==> config.mk <==
export PLATFORM = sky130hd
export DESIGN_NAME = bubble_sort_engine
export DESIGN_NICKNAME = d
export VERILOG_FILES = /design/src/rtl/bubble_sort_engine.sv
export SDC_FILE = /design/constraint.sdc
export NUM_CORES = 1
export LEC_CHECK = 0
export BUFFER_PORTS_ARGS = -buffer_cell sky130_fd_sc_hd__clkbuf_2
export CAP_MARGIN = 20
export CORE_ASPECT_RATIO = 0.7
export CORE_MARGIN = 3
export CORE_UTILIZATION = 55
export CTS_CLUSTER_DIAMETER = 200
export DETAILED_ROUTE_END_ITERATION = 8
export GPL_TIMING_DRIVEN = 0
export PLACE_DENSITY = 0.85
export RECOVER_POWER = 50
export SLEW_MARGIN = 40
export SYNTH_ARGS = -nofsm -noshare
export SYNTH_HDL_FRONTEND = slang
export SYNTH_SLANG_ARGS = --single-unit
==> constraint.sdc <==
create_clock -name clk -period 3.6 [get_ports clk]
set_clock_uncertainty 0.2 [all_clocks]
set_input_delay 0.54 -clock clk [delete_from_list [all_inputs] [get_ports clk]]
set_output_delay 0.54 -clock clk [all_outputs]
set_load 0.03 [all_outputs]
==> src/rtl/bubble_sort_engine.sv <==
// In-place bubble sorter over a DEPTH x WIDTH register array with a write port,
// a combinational read port, start/busy/done handshake and swap statistics.
module bubble_sort_engine #(
    parameter int WIDTH  = 4,
    parameter int DEPTH  = 4,
    parameter int ADDR_W = $clog2(DEPTH),
    parameter int CNT_W  = $clog2(DEPTH*(DEPTH-1)/2+1)
) (
    input  logic              clk,
    input  logic              rst_n,
    input  logic              wr_en,
    input  logic [ADDR_W-1:0] wr_addr,
    input  logic [WIDTH-1:0]  wr_data,
    input  logic              start,
    input  logic              descending,
    input  logic [ADDR_W-1:0] rd_addr,
    output logic [WIDTH-1:0]  rd_data,
    output logic              busy,
    output logic              done,
    output logic [CNT_W-1:0]  swap_count
);

    typedef enum logic [1:0] {
        IDLE     = 2'd0,
        COMPARE  = 2'd1,
        PASS_END = 2'd2,
        DONE     = 2'd3
    } state_t;

    state_t            state_r;
    logic [WIDTH-1:0]  mem_r [DEPTH];
    logic [ADDR_W-1:0] idx_r;
    logic [ADDR_W-1:0] last_r;
    logic              swapped_r;
    logic              dir_r;
    logic              busy_r;
    logic              done_r;
    logic [CNT_W-1:0]  swap_count_r;

    logic [ADDR_W-1:0] idx_nxt_s;
    logic [WIDTH-1:0]  lo_val_s;
    logic [WIDTH-1:0]  hi_val_s;
    logic              out_of_order_s;

    assign busy       = busy_r;
    assign done       = done_r;
    assign swap_count = swap_count_r;

    // Current pair and its order test; equal values never count as out of order.
    always_comb begin
        idx_nxt_s = idx_r + ADDR_W'(1);
        lo_val_s  = mem_r[idx_r];
        hi_val_s  = mem_r[idx_nxt_s];
        if (dir_r) begin
            out_of_order_s = (lo_val_s < hi_val_s);
        end else begin
            out_of_order_s = (lo_val_s > hi_val_s);
        end
    end

    // Read port shows live contents, including mid-sort values.
    always_comb begin
        rd_data = {WIDTH{1'b0}};
        if (int'(rd_addr) < DEPTH) begin
            rd_data = mem_r[rd_addr];
        end else begin
            rd_data = {WIDTH{1'b0}};
        end
    end

    // Sort FSM, storage array and registered handshake outputs.
    always_ff @(posedge clk or negedge rst_n) begin
        if (!rst_n) begin
            state_r      <= IDLE;
            idx_r        <= ADDR_W'(0);
            last_r       <= ADDR_W'(DEPTH-1);
            swapped_r    <= 1'b0;
            dir_r        <= 1'b0;
            busy_r       <= 1'b0;
            done_r       <= 1'b0;
            swap_count_r <= CNT_W'(0);
            for (int k = 0; k < DEPTH; k++) begin
                mem_r[k] <= {WIDTH{1'b0}};
            end
        end else begin
            case (state_r)
                IDLE: begin
                    done_r <= 1'b0;
                    if (wr_en && (int'(wr_addr) < DEPTH)) begin
                        mem_r[wr_addr] <= wr_data;
                    end
                    if (start) begin
                        idx_r        <= ADDR_W'(0);
                        last_r       <= ADDR_W'(DEPTH-1);
                        swapped_r    <= 1'b0;
                        swap_count_r <= CNT_W'(0);
                        dir_r        <= descending;
                        busy_r       <= 1'b1;
                        state_r      <= COMPARE;
                    end
                end
                COMPARE: begin
                    if (out_of_order_s) begin
                        mem_r[idx_r]     <= hi_val_s;
                        mem_r[idx_nxt_s] <= lo_val_s;
                        swapped_r        <= 1'b1;
                        swap_count_r     <= swap_count_r + CNT_W'(1);
                    end
                    if (idx_r == last_r - ADDR_W'(1)) begin
                        state_r <= PASS_END;
                    end else begin
                        idx_r <= idx_nxt_s;
                    end
                end
                PASS_END: begin
                    // A clean pass means the rest is already ordered.
                    if (!swapped_r || (last_r == ADDR_W'(1))) begin
                        busy_r  <= 1'b0;
                        done_r  <= 1'b1;
                        state_r <= DONE;
                    end else begin
                        last_r    <= last_r - ADDR_W'(1);
                        idx_r     <= ADDR_W'(0);
                        swapped_r <= 1'b0;
                        state_r   <= COMPARE;
                    end
                end
                DONE: begin
                    done_r  <= 1'b0;
                    state_r <= IDLE;
                end
                default: begin
                    busy_r  <= 1'b0;
                    done_r  <= 1'b0;
                    state_r <= IDLE;
                end
            endcase
        end
    end

endmodule

==> results of run 1 <==
sequential cells by signal (all words and copies together) (netlist names):
| signal | count |
|---|---|
| swapped_r | 1 |
| state_r | 2 |
| busy | 1 |
| done | 1 |
| swap_count | 3 |
| idx_r | 2 |
| mem_r | 16 |
| dir_r | 1 |
| last_r | 2 |
worst max-delay path: stages (launching register included):
cell	delay (ps)
dfrtp_2	430
buf_6	190
inv_1	100
ha_4	330
mux4_2	570
inv_1	90
ha_1	250
a41oi_1	270
nor2_1	80
mux2i_2	140
buf_4	160
nand3_2	160
mux2_2	320
per-layer routing:
| layer | vias up | wire length (µm) |
|---|---|---|
| met5 | - | 0 |
| met3 | 22 | 680 |
| met2 | 133 | 2460 |
| li1 | 916 | - |
| met4 | 0 | 126 |
| met1 | 984 | 2440 |
final cells by class:
| cell class | instances | area (µm²) |
|---|---|---|
| Multi-Input combinational cell | 182 | 1450 |
| Fill cell | 295 | 1180 |
| Timing Repair Buffer | 20 | 98.8 |
| Inverter | 13 | 48.8 |
| Buffer | 9 | 53.8 |
| Clock buffer | 8 | 90.1 |
| Tap cell | 50 | 62.6 |
| Sequential cell | 29 | 729 |
stage by stage:
| stage | cells | setup TNS (ps) |
|---|---|---|
| detailed placement | 302 | -3470 |
| finish | 311 | 0 |
| floorplan | 233 | 0 |
| CTS | 311 | 0 |
| global route | 311 | 0 |
| global placement | 302 | -2980 |
kinds of logic (layout without fill, tap and decap cells):
family / Yosys count / in the layout / synth area share (%)
AND/OR/NAND/NOR: 72 / 72 / 14.5
flip-flops: 29 / 29 / 32.5
buffers and inverters: 22 / 50 / 4.41
adder cells (fa/ha/maj): 14 / 14 / 7.81
multiplexers: 31 / 31 / 21.8
AO/OA/AOI/OAI: 63 / 63 / 18.2
XOR/XNOR: 2 / 2 / 0.781
what timing repair did:
item / in CTS / in global routing
cloned: 0 / 0
hold endpoints to repair: 0 / 0
setup endpoints to repair: 16 / 20
resized for setup: 7 / 2
buffers inserted: 1 / 0
power by group:
group	internal [mW]	leakage [nW]	switching (mW)
registers	0.456	0.376	0.125
clock network	0.156	0.0455	0.126
logic	0.610	0.717	0.867
worst max path at each step:
stage | startpoint | to | slack, ps | depth (start not counted)
2_1_floorplan | idx_r[0]$_DFFE_PN0P_ | mem_r[0]$_DFFE_PN0P_ | 360 | 11
3_3_place_gp | idx_r[0]$_DFFE_PN0P_ | mem_r[14]$_DFFE_PN0P_ | -200 | 11
3_5_place_dp | idx_r[0]$_DFFE_PN0P_ | mem_r[10]$_DFFE_PN0P_ | -230 | 11
4_1_cts | idx_r[0]$_DFFE_PN0P_ | mem_r[10]$_DFFE_PN0P_ | 60 | 12
5_1_grt | idx_r[0]$_DFFE_PN0P_ | mem_r[11]$_DFFE_PN0P_ | 50 | 12
6_report | idx_r[0]$_DFFE_PN0P_ | mem_r[13]$_DFFE_PN0P_ | 180 | 12
cells in the final DEF, fill, tap and decap left out, types with 8 or more instances in the layout:
cell type,n
nand2_1,30
clkbuf_2,16
o21ai_0,17
dfrtp_1,26
nor2_1,17
a21oi_1,16
a32oi_1,9
ha_1,13
mux2_2,17
mux4_2,10
clkbuf_1,8
inv_1,13
==> impl_metrics.py, run 1 <==
metrics = {
    "cells_and_area": {
        "area_delta_synth_final_pct": 13.1,
        "layout-drive-gt1-share_pct": 25.7,
        "postLayoutCoreUtil_pct": 68.2,
        "diodes": 0,
        "fin_area_um2": 2530,
        "layout.nets": 287,
    },
    "synthesis": {
        "synth.avg_cell_area_um2": 9.62,
        "synthTopCellsByArea": "dfrtp_1, mux4_2, mux2_2",
        "yosys_warnings": 0,
        "yosysMostFrequentCell": "nand2_1",
        "synth_top_area_cell": "dfrtp_1",
        "synth_top_area_share_pct": 30.1,
        "syn_nets": 260,
        "synth_common_cells": "nand2_1, dfrtp_1, mux2_2, nor2_1, o21ai_0",
        "synth-edff-count": 0,
        "synth_seq_cells": 29,
        "synth_top_flop_cell": "dfrtp_1",
        "yosysSeqAreaShare_pct": 32.5,
        "ys_types": 38,
        "synthArstFlopShare_pct": 100,
        "synth_cells": 233,
        "synthesis.area_um2": 2240,
    },
    "floorplan": {
        "die_h_um": 59.4,
        "io_pins": 22,
        "rows": 18,
        "start_util_pct": 60.3,
        "core_um2": 3720,
        "die_w_um": 82.3,
        "die_area_um2": 4890,
    },
    "worst_setup_path": {
        "r2r-start": "idx_r[0]$_DFFE_PN0P_",
        "worstPathRequired_ps": 3570,
        "worstReg2RegEnd": "mem_r[13]$_DFFE_PN0P_",
        "critPathLaunchType": "register",
        "arrival_ps": 3390,
        "critPathCaptureType": "register",
        "r2r_cells": 12,
        "critPathMaxFanout": 10,
        "r2r_slack_ps": 180,
        "criticalPathCategory": "reg -> reg",
    },
    "clock_network": {
        "numCtsBuffers": 5,
        "cts_max_level": 2,
        "ctsHoldBuffers": 0,
        "insertion_delay_ps": 290,
        "clock-root-buffer": "clkbuf_8",
        "cts_tree": "yes",
        "clk_path_buf_depth": 2,
        "clock-sinks": 29,
        "clkTransAtPathRegs_ps": 70,
    },
    "sta": {
        "finalCritPeriodShare_pct": 95.1,
        "tightest_slew_ps": 1530,
        "fmax_mhz": 292,
        "fin_crit_ps": 3420,
        "hold_ws_ps": 279,
        "setup_viol": 0,
        "relSlewSlack_pct": -2.27,
        "slew_violations": 30,
        "hold_viol": 0,
        "rsz0062_at_grt": "no",
        "setup_ws_ps": 178,
    },
    "detailed_routing": {
        "drtAntennaViolNets": 0,
        "routed_wl_um": 5710,
        "drt_pass1_iterations": 7,
        "num_vias": 2055,
        "drc_errors": 0,
        "viasPerCell": 6.61,
        "avgRoutedWirePerCell_um": 18.4,
        "initialDrtViolationCount": 234,
    },
    "global_routing": {
        "grt_pass1_vias": 1851,
        "grt_max_degree": 30,
        "grt_pass1_wl_um": 9100,
        "busiest_layer": "met1",
        "use_met1_pct": 37.7,
        "grt_usage_pct": 25.5,
        "grt_use_met3_pct": 6.38,
        "antenna_found_initial": 0,
        "gr-total-overflow": 0,
        "met2_usage_pct": 36.0,
    },
    "power_and_ir_drop": {
        "finalPower_mw": 2.34,
        "power_leakage_nw": 1.14,
        "powerDensity_nw_per_um2": 923,
        "ir_drop_mv": 0.411,
    },
    "min_path": {
        "whs_path_depth": 2,
        "min_to": "dir_r$_DFFE_PN0P_",
        "hold_path.class": "in -> reg",
        "hold_start": "descending",
    },
    "job": {
        "maxCapViolations": 1,
    },
    "place": {
        "gp_congestion": 0.955,
        "hpwlAfterDp_um": 4200,
        "place_ws_ps": -228,
        "placed_area_um2": 2400,
        "numPortBuffers": 19,
    },
    "outcome": {
        "violations": "capacitance limit, slew limit",
        "status": "complete, but fails checks",
    },
}
Note: power is estimated with default switching activity, not from simulation.
==> run 2: changes to the inputs <==
--- a/config.mk
+++ b/config.mk
@@ -9,11 +9,11 @@
 export CAP_MARGIN = 20
 export CORE_ASPECT_RATIO = 0.7
 export CORE_MARGIN = 3
-export CORE_UTILIZATION = 55
+export CORE_UTILIZATION = 30
 export CTS_CLUSTER_DIAMETER = 200
 export DETAILED_ROUTE_END_ITERATION = 8
 export GPL_TIMING_DRIVEN = 0
-export PLACE_DENSITY = 0.85
+export PLACE_DENSITY = 0.56
 export RECOVER_POWER = 50
 export SLEW_MARGIN = 40
 export SYNTH_ARGS = -nofsm -noshare
==> run 2 against run 1 <==
Against the previous run: the run still ends with capacitance limit, slew limit left; register-to-register slack about the same; flip-flop and latch count unchanged; combinational power up 9%; clock-buffer cell count down 2; die area up 75%; total power up 9.2%; sequential power down 1%; critical path type unchanged; critical endpoint is now mem_r[6]$_DFFE_PN0P_.
==> impl_metrics.py, run 2 (synthesized netlist as in run 1, its figures left out) <==
metrics = {
    "sta": {
        "setup_viol": 0,
        "finalCritPeriodShare_pct": 95.0,
        "hold_viol": 0,
        "rsz0062_at_grt": "no",
        "tightest_slew_ps": 1650,
        "fmax_mhz": 292,
        "relSlewSlack_pct": -10.3,
        "setup_ws_ps": 179,
        "fin_crit_ps": 3420,
        "fin_setup_tns_ps": 0,
        "slew_violations": 30,
    },
    "global_routing": {
        "antenna_found_initial": 0,
        "grt_pass1_wl_um": 10200,
        "grt_usage_pct": 15.7,
        "grt_pass1_vias": 1888,
        "grt_max_degree": 30,
        "gr-total-overflow": 0,
    },
    "worst_setup_path": {
        "worstPathRequired_ps": 3580,
        "arrival_ps": 3400,
        "r2r_slack_ps": 180,
        "critPathLaunchType": "register",
        "worstReg2RegEnd": "mem_r[6]$_DFFE_PN0P_",
        "r2r_cells": 12,
        "startpoint": "idx_r[1]$_DFFE_PN0P_",
        "critPathCaptureType": "register",
        "r2r-start": "idx_r[1]$_DFFE_PN0P_",
        "criticalPathCategory": "reg -> reg",
        "critPathMaxFanout": 7,
    },
    "clock_network": {
        "cts_tree": "yes",
        "clkTransAtPathRegs_ps": 70,
        "numCtsBuffers": 5,
        "ctsHoldBuffers": 0,
        "insertion_delay_ps": 290,
        "clk_path_buf_depth": 2,
        "clock-sinks": 29,
        "cts_max_level": 2,
        "clock-root-buffer": "clkbuf_8",
    },
    "cells_and_area": {
        "most-common-layout-cells": "nand2_1, dfrtp_1, nor2_1, mux2_2, o21ai_0",
        "fin_area_um2": 2680,
        "postLayoutCoreUtil_pct": 38.3,
        "layout.nets": 289,
        "area_delta_synth_final_pct": 19.6,
        "regMostFlops": "mem_r",
        "stdcell_count": 357,
        "diodes": 0,
        "final_common_cell": "nand2_1",
        "layout-drive-gt1-share_pct": 27.0,
        "largest_register_ffs": 16,
    },
    "detailed_routing": {
        "wirelength_met1_um": 3340,
        "drc_errors": 0,
        "drtAntennaViolNets": 0,
        "avgRoutedWirePerCell_um": 17.4,
        "drt_pass1_iterations": 5,
        "met3_length_um": 405,
        "routed_wl_um": 6220,
        "initialDrtViolationCount": 161,
        "viasPerCell": 5.44,
        "met2_length_um": 2400,
        "top_layer": "met4",
        "num_vias": 1942,
    },
    "power_and_ir_drop": {
        "power_leakage_nw": 1.17,
        "powerDensity_nw_per_um2": 953,
        "ir_drop_mv": 0.345,
    },
    "place": {
        "numPortBuffers": 19,
        "gp_congestion": 0.886,
        "placed_area_um2": 2450,
        "dp.cells": 346,
        "place_ws_ps": -433,
        "hpwlAfterDp_um": 4700,
    },
    "floorplan": {
        "rows": 25,
        "start_util_pct": 32.0,
        "die_w_um": 109,
        "io_pins": 22,
        "core_um2": 7010,
        "die_h_um": 78.3,
        "die_area_um2": 8560,
    },
    "outcome": {
        "status": "complete, but fails checks",
        "violations": "capacitance limit, slew limit",
    },
    "job": {
        "maxCapViolations": 1,
    },
    "min_path": {
        "hold_start": "descending",
        "whs_path_depth": 2,
        "hold_path.class": "in -> reg",
        "min_to": "dir_r$_DFFE_PN0P_",
    },
}
[run 2: worst max-delay path by stage]
stage	cells after the start	end
6_report	12	mem_r[6]$_DFFE_PN0P_
5_1_grt	12	mem_r[6]$_DFFE_PN0P_
4_1_cts	12	mem_r[14]$_DFFE_PN0P_
3_5_place_dp	11	mem_r[6]$_DFFE_PN0P_
3_3_place_gp	11	mem_r[14]$_DFFE_PN0P_
2_1_floorplan	11	mem_r[0]$_DFFE_PN0P_
[run 2: layout make-up]
type	count	area, µm²
multi-input combinational	182	1490
clock inverter	2	37.5
tap	94	118
buffer	9	53.8
fill	710	4330
clock buffer	6	82.6
inverter	13	48.8
timing repair buffer	22	125
sequential	29	729
[run 2: report_power, final]
part | internal, mW | switching (mW)
Sequential | 0.456 | 0.118
Combinational | 0.681 | 0.935
Clock | 0.225 | 0.141
[run 2: layer usage]
metal  up-vias  track usage, %
met1       938            25.6
met3        10            3.37
li1        930               -
met4         0            5.23
met5         -               0
met2        64            19.6
[run 2: critical path: stages (launching register included)]
cell and delay (ps):
dfrtp_1 390, buf_6 170, inv_1 110, ha_4 350
mux4_2 580, inv_1 90, ha_1 240, a41oi_1 280
nor2_1 110, mux2i_4 210, buf_12 150, nand3_4 120
mux2_2 310
[run 2: stage by stage]
step                hold WS (ps)  power (mW)
detailed placement           306        1.97
global placement             304        1.95
finish                       281        2.56
floorplan                   44.4        1.61
global route                 284        2.74
CTS                          144        2.54
[run 2: timing repair]
| item | 4_1_cts | 5_1_grt |
|---|---|---|
| resized for setup | 13 | 1 |
| setup endpoints to repair | 20 | 16 |
| buffers inserted | 1 | 2 |
